$ cat src/rtl/gate_eval_pkg.sv
// Shared encodings for the gate-evaluation arbiter: reduction opcodes and FSM states.
package gate_eval_pkg;

  typedef enum logic [1:0] {
    OP_AND  = 2'b00,
    OP_NAND = 2'b01,
    OP_XOR  = 2'b10,
    OP_OR   = 2'b11
  } op_e;

  typedef enum logic [1:0] {
    ST_IDLE = 2'b00,
    ST_EVAL = 2'b01,
    ST_RESP = 2'b10
  } state_e;

endpackage

$ cat src/rtl/gate_reduce8.sv
// Combinational 8-input reduction unit: and8/nand8/xor8/or8 cells behind a 4:1 opcode select.
module and8 (
  input  logic [7:0] a,
  output logic       y
);
  assign y = &a;
endmodule

module nand8 (
  input  logic [7:0] a,
  output logic       y
);
  assign y = ~&a;
endmodule

module xor8 (
  input  logic [7:0] a,
  output logic       y
);
  assign y = ^a;
endmodule

module or8 (
  input  logic [7:0] a,
  output logic       y
);
  assign y = |a;
endmodule

module gate_reduce8
  import gate_eval_pkg::*;
(
  input  logic [1:0] op,
  input  logic [7:0] data,
  output logic       result
);

  logic and_s;
  logic nand_s;
  logic xor_s;
  logic or_s;

  and8  u_and8  (.a(data), .y(and_s));
  nand8 u_nand8 (.a(data), .y(nand_s));
  xor8  u_xor8  (.a(data), .y(xor_s));
  or8   u_or8   (.a(data), .y(or_s));

  // Opcode select across the four cell outputs.
  always_comb begin
    result = 1'b0;
    case (op)
      OP_AND:  result = and_s;
      OP_NAND: result = nand_s;
      OP_XOR:  result = xor_s;
      OP_OR:   result = or_s;
      default: result = 1'b0;
    endcase
  end

endmodule

$ cat src/rtl/gate_eval_arbiter.sv
// NREQ requesters time-share one gate_reduce8 unit through an IDLE/EVAL/RESP FSM.
// Define GATE_EVAL_RR_EN for round-robin arbitration; otherwise the lowest index wins.
module gate_eval_arbiter
  import gate_eval_pkg::*;
#(
  parameter int NREQ = 4,
  localparam int IDW = $clog2(NREQ)
) (
  input  logic              clk,
  input  logic              rst,
  input  logic [NREQ-1:0]   req_valid,
  input  logic [2*NREQ-1:0] req_op,
  input  logic [8*NREQ-1:0] req_data,
  output logic [NREQ-1:0]   req_ready,
  output logic              rsp_valid,
  output logic [IDW-1:0]    rsp_id,
  output logic              rsp_result,
  input  logic              rsp_ready
);

  state_e           state_q, state_d;
  logic [1:0]       op_q, op_d;
  logic [7:0]       data_q, data_d;
  logic [IDW-1:0]   id_q, id_d;
  logic             result_q, result_d;
  logic             rsp_valid_q, rsp_valid_d;
  logic [NREQ-1:0]  req_ready_s;
  logic             grant_found_s;
  logic [IDW-1:0]   grant_id_s;
  logic             reduce_result_s;
  logic [1:0]       op_arr_s   [NREQ];
  logic [7:0]       data_arr_s [NREQ];

`ifdef GATE_EVAL_RR_EN
  logic [IDW-1:0]   ptr_q, ptr_d;
`endif

  for (genvar g = 0; g < NREQ; g++) begin : g_unpack
    assign op_arr_s[g]   = req_op[2*g+1:2*g];
    assign data_arr_s[g] = req_data[8*g+7:8*g];
  end

  gate_reduce8 u_reduce (
    .op     (op_q),
    .data   (data_q),
    .result (reduce_result_s)
  );

  // Winner search: rotating start after the pointer, or plain lowest index.
  always_comb begin
    logic [IDW:0] sum;
    logic [IDW-1:0] idx;
    sum           = '0;
    idx           = '0;
    grant_found_s = 1'b0;
    grant_id_s    = '0;
    for (int k = 0; k < NREQ; k++) begin
`ifdef GATE_EVAL_RR_EN
      sum = {1'b0, ptr_q} + (IDW+1)'(1) + (IDW+1)'(k);
      if (sum >= (IDW+1)'(NREQ)) begin
        sum = sum - (IDW+1)'(NREQ);
      end else begin
        sum = sum;
      end
      idx = sum[IDW-1:0];
`else
      sum = (IDW+1)'(k);
      idx = sum[IDW-1:0];
`endif
      if (!grant_found_s && req_valid[idx]) begin
        grant_found_s = 1'b1;
        grant_id_s    = idx;
      end else begin
        grant_found_s = grant_found_s;
      end
    end
  end

  // FSM next state, operand capture and response generation.
  always_comb begin
    state_d     = state_q;
    op_d        = op_q;
    data_d      = data_q;
    id_d        = id_q;
    result_d    = result_q;
    rsp_valid_d = rsp_valid_q;
    req_ready_s = '0;
`ifdef GATE_EVAL_RR_EN
    ptr_d       = ptr_q;
`endif
    case (state_q)
      ST_IDLE: begin
        // Grants are suppressed while reset is held so req_ready reads zero.
        if (grant_found_s && !rst) begin
          req_ready_s[grant_id_s] = 1'b1;
          op_d    = op_arr_s[grant_id_s];
          data_d  = data_arr_s[grant_id_s];
          id_d    = grant_id_s;
          state_d = ST_EVAL;
`ifdef GATE_EVAL_RR_EN
          ptr_d   = grant_id_s;
`endif
        end else begin
          state_d = ST_IDLE;
        end
      end
      ST_EVAL: begin
        result_d    = reduce_result_s;
        rsp_valid_d = 1'b1;
        state_d     = ST_RESP;
      end
      ST_RESP: begin
        if (rsp_ready) begin
          rsp_valid_d = 1'b0;
          state_d     = ST_IDLE;
        end else begin
          rsp_valid_d = 1'b1;
        end
      end
      default: begin
        rsp_valid_d = 1'b0;
        state_d     = ST_IDLE;
      end
    endcase
  end

  // State and datapath registers; reset drops any in-flight operation.
  always_ff @(posedge clk or posedge rst) begin
    if (rst) begin
      state_q     <= ST_IDLE;
      op_q        <= 2'b00;
      data_q      <= 8'h00;
      id_q        <= '0;
      result_q    <= 1'b0;
      rsp_valid_q <= 1'b0;
`ifdef GATE_EVAL_RR_EN
      ptr_q       <= IDW'(NREQ-1);
`endif
    end else begin
      state_q     <= state_d;
      op_q        <= op_d;
      data_q      <= data_d;
      id_q        <= id_d;
      result_q    <= result_d;
      rsp_valid_q <= rsp_valid_d;
`ifdef GATE_EVAL_RR_EN
      ptr_q       <= ptr_d;
`endif
    end
  end

  assign req_ready  = req_ready_s;
  assign rsp_valid  = rsp_valid_q;
  assign rsp_id     = id_q;
  assign rsp_result = result_q;

endmodule

$ cat config.mk
export PLATFORM = sky130hd
export DESIGN_NAME = gate_eval_arbiter
export DESIGN_NICKNAME = d
export VERILOG_FILES = /design/src/rtl/gate_eval_pkg.sv /design/src/rtl/gate_reduce8.sv /design/src/rtl/gate_eval_arbiter.sv
export SDC_FILE = /design/constraint.sdc
export NUM_CORES = 1
export LEC_CHECK = 0
export ABC_AREA = 1
export CAP_MARGIN = 10
export CORE_MARGIN = 3
export CORE_UTILIZATION = 32
export DETAILED_ROUTE_END_ITERATION = 16
export PLACE_DENSITY_LB_ADDON = 0.25
export SLEW_MARGIN = 10
export SYNTH_ARGS = -nofsm -noshare
export SYNTH_HDL_FRONTEND = slang
export SYNTH_HIERARCHICAL = 1
export SYNTH_SLANG_ARGS = --single-unit
$ cat constraint.sdc
create_clock -name clk -period 1.6 [get_ports clk]
set_input_delay 0.16 -clock clk [delete_from_list [all_inputs] [get_ports clk]]
set_output_delay 0.16 -clock clk [all_outputs]
set_load 0.1 [all_outputs]
* Word-level counts from Yosys, hierarchy flattened
Cells that the tools add are included.
Word-level totals: register bits after elaboration 16, bits of input ports 47
Cells by class: eq/ne operators 6, order comparisons 3, mux-type cells 23, reductions and logical operators 16, bitwise operators 1
Operators with widths (number):
- binary-select mux 8 bit (select 2 bit) | 1
- two-way mux 8 bit | 2
- two-way mux 2 bit | 5
- two-way mux 1 bit | 8
- two-way mux 4 bit | 2
- AND reduction 8 bit | 1
- OR reduction 8 bit | 1
- XOR reduction 8 bit | 1
- == test 2 bit, second input constant | 3
- case mux 2 bit (3 select lines) | 1
- logical AND 1 bit | 5
- logical NOT 1 bit | 5
- binary-select mux 2 bit (select 2 bit) | 1
- == test 2 x 1 -> 1 bit, second input constant | 2
- logical NOT 2 bit | 2
- case mux 1 bit (4 select lines) | 1
- greater-or-equal comparator 3 bit, second input constant | 1
- less-than comparator 2 x 3 -> 1 bit, second input constant | 1
- NOT 2 -> 3 bit | 1
- case mux 1 bit (3 select lines) | 1
- demux 1 bit (select 2 bit) | 1
- greater-or-equal comparator 2 x 1 -> 1 bit, second input constant | 1
- inequality test 2 bit, second input constant | 1
- AND reduction 2 bit | 1

* Logic depth before layout (Yosys ltp)
Gate-level depths: netlist of run 1.
word-level depth 16, gate-level depth with buffers 12

* By module
The synthesis of run 1 kept the hierarchy.
By module, submodules not included:
- gate_eval_arbiter | seq. area each 400.4 µm², cells an instance 157, instances 1, area each 1056.0 µm²
- xor8 | seq. area each 0.0 µm², cells an instance 47, instances 1, area each 176.4 µm²
- or8 | seq. area each 0.0 µm², cells an instance 15, instances 1, area each 56.3 µm²
- gate_reduce8 | seq. area each 0.0 µm², cells an instance 13, instances 1, area each 51.3 µm²
- and8 | seq. area each 0.0 µm², cells an instance 11, instances 1, area each 41.3 µm²
- nand8 | seq. area each 0.0 µm², cells an instance 7, instances 1, area each 26.3 µm²

* Worst setup path before layout of run 1
OpenSTA, ideal clock, no wires.
path kind register -> output, from register state_q[0], to output req_ready[1], arrival time 2.366 ns, setup slack -0.926 ns, data required time 1.440 ns, cell stages (with the launch flop) 8, path through dfrtp_1 > inv_1 > ha_1 > inv_1 > nor2_2 > nand2_2 > buf_4 > nor2_1
On the way: word-level cells in the longest chain between the ends 2
RTL lines:
- start, declared | RTL line gate_eval_arbiter.sv:21 | state_e state_q, state_d;
- start signal, assigned | RTL line gate_eval_arbiter.sv:140 | state_q <= state_d;
- logical NOT 2 bit | RTL line gate_eval_arbiter.sv:91 | case (state_q)
- two-way mux 4 bit | RTL line gate_eval_arbiter.sv:91
- end, declared | RTL line gate_eval_arbiter.sv:14 | output logic [NREQ-1:0] req_ready,
No other way between the ends.

* Final worst setup path of run 1
from register state_q[0], to output req_ready[2]
Same word-level chain as after synthesis.

==> reports/results.txt, run 1 <==
CP max stage cell: dfrtp_1
Max Freq: 0.619 GHz
share of the synthesized area in the top cell type: 29.1%
critical path start-end classification: register to output pin
I/O Pins: 55
Area after DPL: 2190 um2
Pleak: 1.23 nW
vias per cell: 4.38
hold-fix buffer count after cts: 0
clk_skew: 0.00261 ns
H-Tree Depth: 1
global-route wire length before repair: 6.87 mm
Netlist Area Pre-Place: 1410 um2
period utilization: 101%
post-synthesis cell type count: 17
setup TNS: -0.0309 ns
RD Place Congestion: 0.806
Area Overhead vs Synth: 65.8%
CTS tree: done
register area share after synthesis: 28.4%
Synth area leaders: nand2_1 (29%), dfrtp_1 (28%), nand3_1 (12%), inv_1 (11%), nor2_1 (5.3%)
FF-to-FF End: data_q[2]$_DFFE_PP0P_
post-synthesis simple-gate area fraction: 51.2%
crit-path cells: inv_2, ha_4, inv_4, nor2_4, nand2_4, nor2_4, buf_12
FF-to-FF path depth: 9
largest net degree at the start of global routing: 13
worst setup margin: -0.0168 ns
Slew @ Worst Pin: 0.285 ns
share of layout cells above drive strength 1: 17.5%
Horiz. Die Dim: 72.3 um
Top cell by count, worst path: nor2_4
multiplexer share of the synthesized area: 0.800%
Slew Limit Fails: 0
required time worst endpoint: 1.44 ns
Hold WS: 0.196 ns
Syn Inst Count: 250
failing checks: negative setup slack
top-count cell post-synth: nand2_1
Root Driver: clkbuf_8
largest family of logic cells by synthesized area: simple AND/OR/NAND/NOR gates
Top FF cell, synth: dfrtp_1
core area: 4120 um2
Layout Cells excl Fill: 376
startpoint types: register
maximum vdd drop: 0.000423 V
Hold Crit Class: input pin to async pin
worst-path fanout max: 5
Hold Vio Cnt, Final: 0
FF-to-FF setup slack: 0.12 ns
vias in the first global route: 1639
# clock sinks: 16
Final Routed Wirelength: 3.86 mm
cts bufs inserted: 3
synthesized flop and latch total: 16
max_slew headroom: 80.9%
power per cell area: 1400 nW/um2
Avg Inst Size Synth: 5.63 um2
xor-xnor portion of the synthesized cell area: 0%
CP Capture Type: output pin
Avg WL per Cell: 10.3 um
gr usage total: 16.1%
reg-to-reg critical path startpoint: state_q[0]$_DFFE_PP0N_
Worst-path clk slew: 0.06 ns
Post-synth ARST share: 100%
Storage cell area: 404 um2
row count: 23
Die ar.: 5230 um2
Commonest cells post-synth: nand2_1 (109), inv_1 (42), nand3_1 (35)
RSZ-0062 raised after global routing: yes
DRC errors left: 0
adder-cell area share of the yosys netlist: 2.67%
syn nets: 300
Post-Layout Inst Area: 2330 um2
initial core utilization: 34.2%
arrival time of the worst setup path: 1.46 ns
status: complete, but fails checks
Yosys top cell by area: nand2_1
PortBufs: 54
router iterations before antenna repair: 4
Final #Nets: 377
Worst-Skew Late Latency: 0.25 ns
maxcap violations: 0
Compound-Gate Fraction of Synth Area: 2.49%
Die Span Y: 72.3 um
FILL cells: 407
Place WS: -0.0384 ns
CTS Buffer Depth: 2
Placed Instances: 363
Final Power: 3.26 mW
setup-violating endpoint count in the final report: 3
dpl hpwl: 3.22 mm
GRT Residual Overflow: 0
Initial DRC Count: 104
EDFF count, synth: 0
initial antenna violation count: 0
ANT cells: 0
fin util: 56.7%
area of the multi-input gates: 855 um2
post-detailed-route count of antenna-violating nets: 0
Max stage delay on crit path: 0.39 ns
warnings from Yosys: 6
routed via count: 1645
Period minus WS final: 1.62 ns
[critical path: cells and delay by family, from the launching register on]
| kind | cells | cell delay, ns |
|---|---|---|
| DFF | 1 | 0.39 |
| and+or+nand+nor | 3 | 0.38 |
| adders and majority gates | 1 | 0.14 |
| buffers and inverters | 3 | 0.30 |
[state kept, by name, summed over array words and instances (netlist names)]
| register | flops |
|---|---|
| data_q | 8 |
| state_q | 2 |
| op_q | 2 |
| rsp_id | 2 |
| rsp_result | 1 |
| rsp_valid | 1 |
[routing by layer]
metal / wire [um] / vias up / global-route usage, %
li1: - / 898 / -
met1: 1690 / 694 / 20.0
met2: 1860 / 47 / 27.8
met3: 244 / 6 / 3.19
met4: 61 / 0 / 5.43
met5: 0 / - / 0
[power breakdown]
part           switching, mW  internal [mW]
clock network          0.129          0.218
logic                   1.17          0.866
registers              0.275          0.598
[final cells by class]
class | count | share of cell area [%]
flip-flops and latches | 16 | 17.3
well taps | 50 | 2.68
repair buffers | 75 | 33.4
clock buffers | 4 | 2.36
inverters | 47 | 7.67
multi-input cells | 184 | 36.6
[cell usage in the layout (no fill, tap or decap), drive strengths merged]
master / count
buf: 29
clkdlybuf4s50: 46
a21oi: 4
nand3: 35
nand2: 114
mux2: 1
inv: 46
nor2: 24
ha: 3
o21ai: 3
dfrtp: 16
clkinv: 1
clkbuf: 4
[how the worst max path moves through the flow]
| stage | to | start | slack [ns] |
|---|---|---|---|
| global placement | req_ready[3] | req_valid[1] | 0.002 |
| CTS | req_ready[0] | state_q[1]$_DFFE_PP0N_ | -0.04 |
| global route | req_ready[0] | state_q[1]$_DFFE_PP0N_ | -0.08 |
| detailed placement | data_q[6]$_DFFE_PP0P_ | req_valid[1] | -0.04 |
| floorplan | req_ready[1] | state_q[0]$_DFFE_PP0N_ | -0.11 |
| finish | req_ready[2] | state_q[0]$_DFFE_PP0N_ | -0.02 |
[logic make-up after synthesis]
kind of cell / Yosys count
simple gates: 173
flops: 16
fa+ha+maj: 3
buf+inv: 50
mux: 1
compound gates: 7
[what timing repair did]
action | in CTS | in global routing
pin swaps | 4 | 2
resized for setup | 2 | 5
endpoints found under the setup margin | 4 | 6
buffers inserted | 8 | 1
No activity file was read; power rests on OpenSTA's default activity.
==> inputs of run 2 (changes only) <==
- CORE_UTILIZATION: 32 -> 44
==> reports/results.txt, run 2 (synthesis gave the netlist of run 1 again) <==
status: complete, but fails checks
failing checks: negative setup slack
setup TNS: -0.233 ns
initial core utilization: 48.5%
Area Overhead vs Synth: 64.3%
Hold Crit Class: input pin to async pin
maximum vdd drop: 0.000576 V
fin util: 79.7%
Root Driver: clkbuf_4
max_slew headroom: 59.2%
RD Place Congestion: 0.835
Final Routed Wirelength: 4.09 mm
# clock sinks: 16
Area after DPL: 2190 um2
critical path start-end classification: register to output pin
Horiz. Die Dim: 62.6 um
period utilization: 105%
CP Capture Type: output pin
gr usage total: 20.9%
Hold Vio Cnt, Final: 0
required time worst endpoint: 1.44 ns
routed via count: 1770
Worst-Skew Late Latency: 0.28 ns
hold-fix buffer count after cts: 0
most frequent cells in the layout: nand2_1 (109), clkdlybuf4s50_1 (46), inv_1 (39), nand3_1 (35), buf_4 (24)
global-route wire length before repair: 6.83 mm
cts bufs inserted: 3
vias in the first global route: 1726
Post-Layout Inst Area: 2310 um2
Initial DRC Count: 73
H-Tree Depth: 1
PortBufs: 54
Clk network pwr share: 6.5%
worst-path fanout max: 6
power per cell area: 1380 nW/um2
dpl hpwl: 3.20 mm
arrival time of the worst setup path: 1.53 ns
router iterations before antenna repair: 4
power share of the combinational group: 66.0%
Placed Instances: 356
Biggest register: data_q
setup-violating endpoint count in the final report: 4
Slew @ Worst Pin: 0.612 ns
core area: 2900 um2
Period minus WS final: 1.69 ns
Die Span Y: 62.6 um
ANT cells: 0
Pleak: 1.22 nW
Die ar.: 3910 um2
most common cell after layout, fill and taps aside: nand2_1
CTS tree: done
RSZ-0062 raised after global routing: yes
Final #Nets: 380
Slew Limit Fails: 0
Sequential Power Share: 27.5%
family with the most delay on the worst path: flip-flops
FILL cells: 216
Psw: 1.61 mW
crit-path cells: inv_2, ha_4, inv_2, nor2_4, nand2_4, nor2_4, buf_12
startpoint types: register
P_int: 1.59 mW
switching fraction of total power: 50.2%
max reg flops: 8
row count: 19
Worst-path clk slew: 0.09 ns
clk_skew: 0.00211 ns
CTS Buffer Depth: 2
GRT Residual Overflow: 0
largest net degree at the start of global routing: 17
Layout Cells excl Fill: 370
Max Freq: 0.593 GHz
vias per cell: 4.78
post-detailed-route count of antenna-violating nets: 0
WP buf/inv: 3
I/O Pins: 55
CP max stage cell: dfrtp_1
Max stage delay on crit path: 0.40 ns
share of layout cells above drive strength 1: 19.5%
worst setup margin: -0.0860 ns
Avg WL per Cell: 11.0 um
DRC errors left: 0
maxcap violations: 0
initial antenna violation count: 0
-- run 2: final timing paths --
| check | from | endpoint | slack, ns | cells after the start |
|---|---|---|---|---|
| setup / recovery | state_q[0]$_DFFE_PP0N_ | req_ready[0] | -0.09 | 7 |
| hold / removal | rst | op_q[1]$_DFFE_PP0P_ | 0.36 | 2 |
| setup reg to reg | state_q[0]$_DFFE_PP0N_ | data_q[4]$_DFFE_PP0P_ | 0.13 | 10 |
| hold reg to reg | op_q[1]$_DFFE_PP0P_ | op_q[1]$_DFFE_PP0P_ | 0.54 | 2 |
| max in group asynchronous | rst | data_q[3]$_DFFE_PP0P_ | 0.81 | 2 |
| min in group clk | req_op[0] | op_q[0]$_DFFE_PP0P_ | 0.42 | 3 |
-- run 2: power groups by stage --
stage / sequential, mW / clock (mW) / combinational [mW]
final: 0.880 / 0.207 / 2.11
after global routing: 0.921 / 0.229 / 2.35
after CTS: 0.854 / 0.207 / 2.05
after detailed placement: 0.864 / 0 / 1.91
after global placement: 0.850 / 0 / 1.85
after floorplan: 1.09 / 0 / 1.05
-- run 2: layout make-up --
cell class                      instances  area (um2)  area share, %
Sequential cell                        16         410           17.7
Multi-Input combinational cell        184         850           36.7
Timing Repair Buffer                   78         801           34.6
Clock buffer                            3        22.5          0.974
Tap cell                               42        52.6           2.27
Inverter                               47         176           7.63
-- run 2: worst reg2reg max path, stage by stage (launching register included) --
cell and delay, ns:
dfrtp_1 0.40, inv_2 0.09, ha_4 0.14, inv_2 0.05, nor2_4 0.11, nand2_4 0.12
nor2_4 0.16, buf_4 0.13, buf_4 0.11, nand2_1 0.06, nand3_1 0.06
-- run 2: layer usage --
metal  vias up  GRT usage [%]  wire length, um
li1        903              -                -
met1       777           23.5             1610
met2        79           38.1             2060
met3        11           4.32              328
met4         0           8.82               97
met5         -              0                0
-- run 2: timing repair --
item | CTS | global route
resized for setup | 2 | 8
setup endpoints to repair | 4 | 6
pin swaps | 4 | 4
buffers inserted | 8 | 3
-- run 2: stage by stage --
step / hold WS, ns / setup WS [ns] / total power [mW]
detailed placement: 0.516 / 0.0462 / 2.78
floorplan: 0.0737 / -0.107 / 2.14
finish: 0.356 / -0.0860 / 3.20
global placement: 0.504 / 0.0936 / 2.70
global route: 0.384 / -0.155 / 3.49
CTS: 0.345 / -0.105 / 3.11
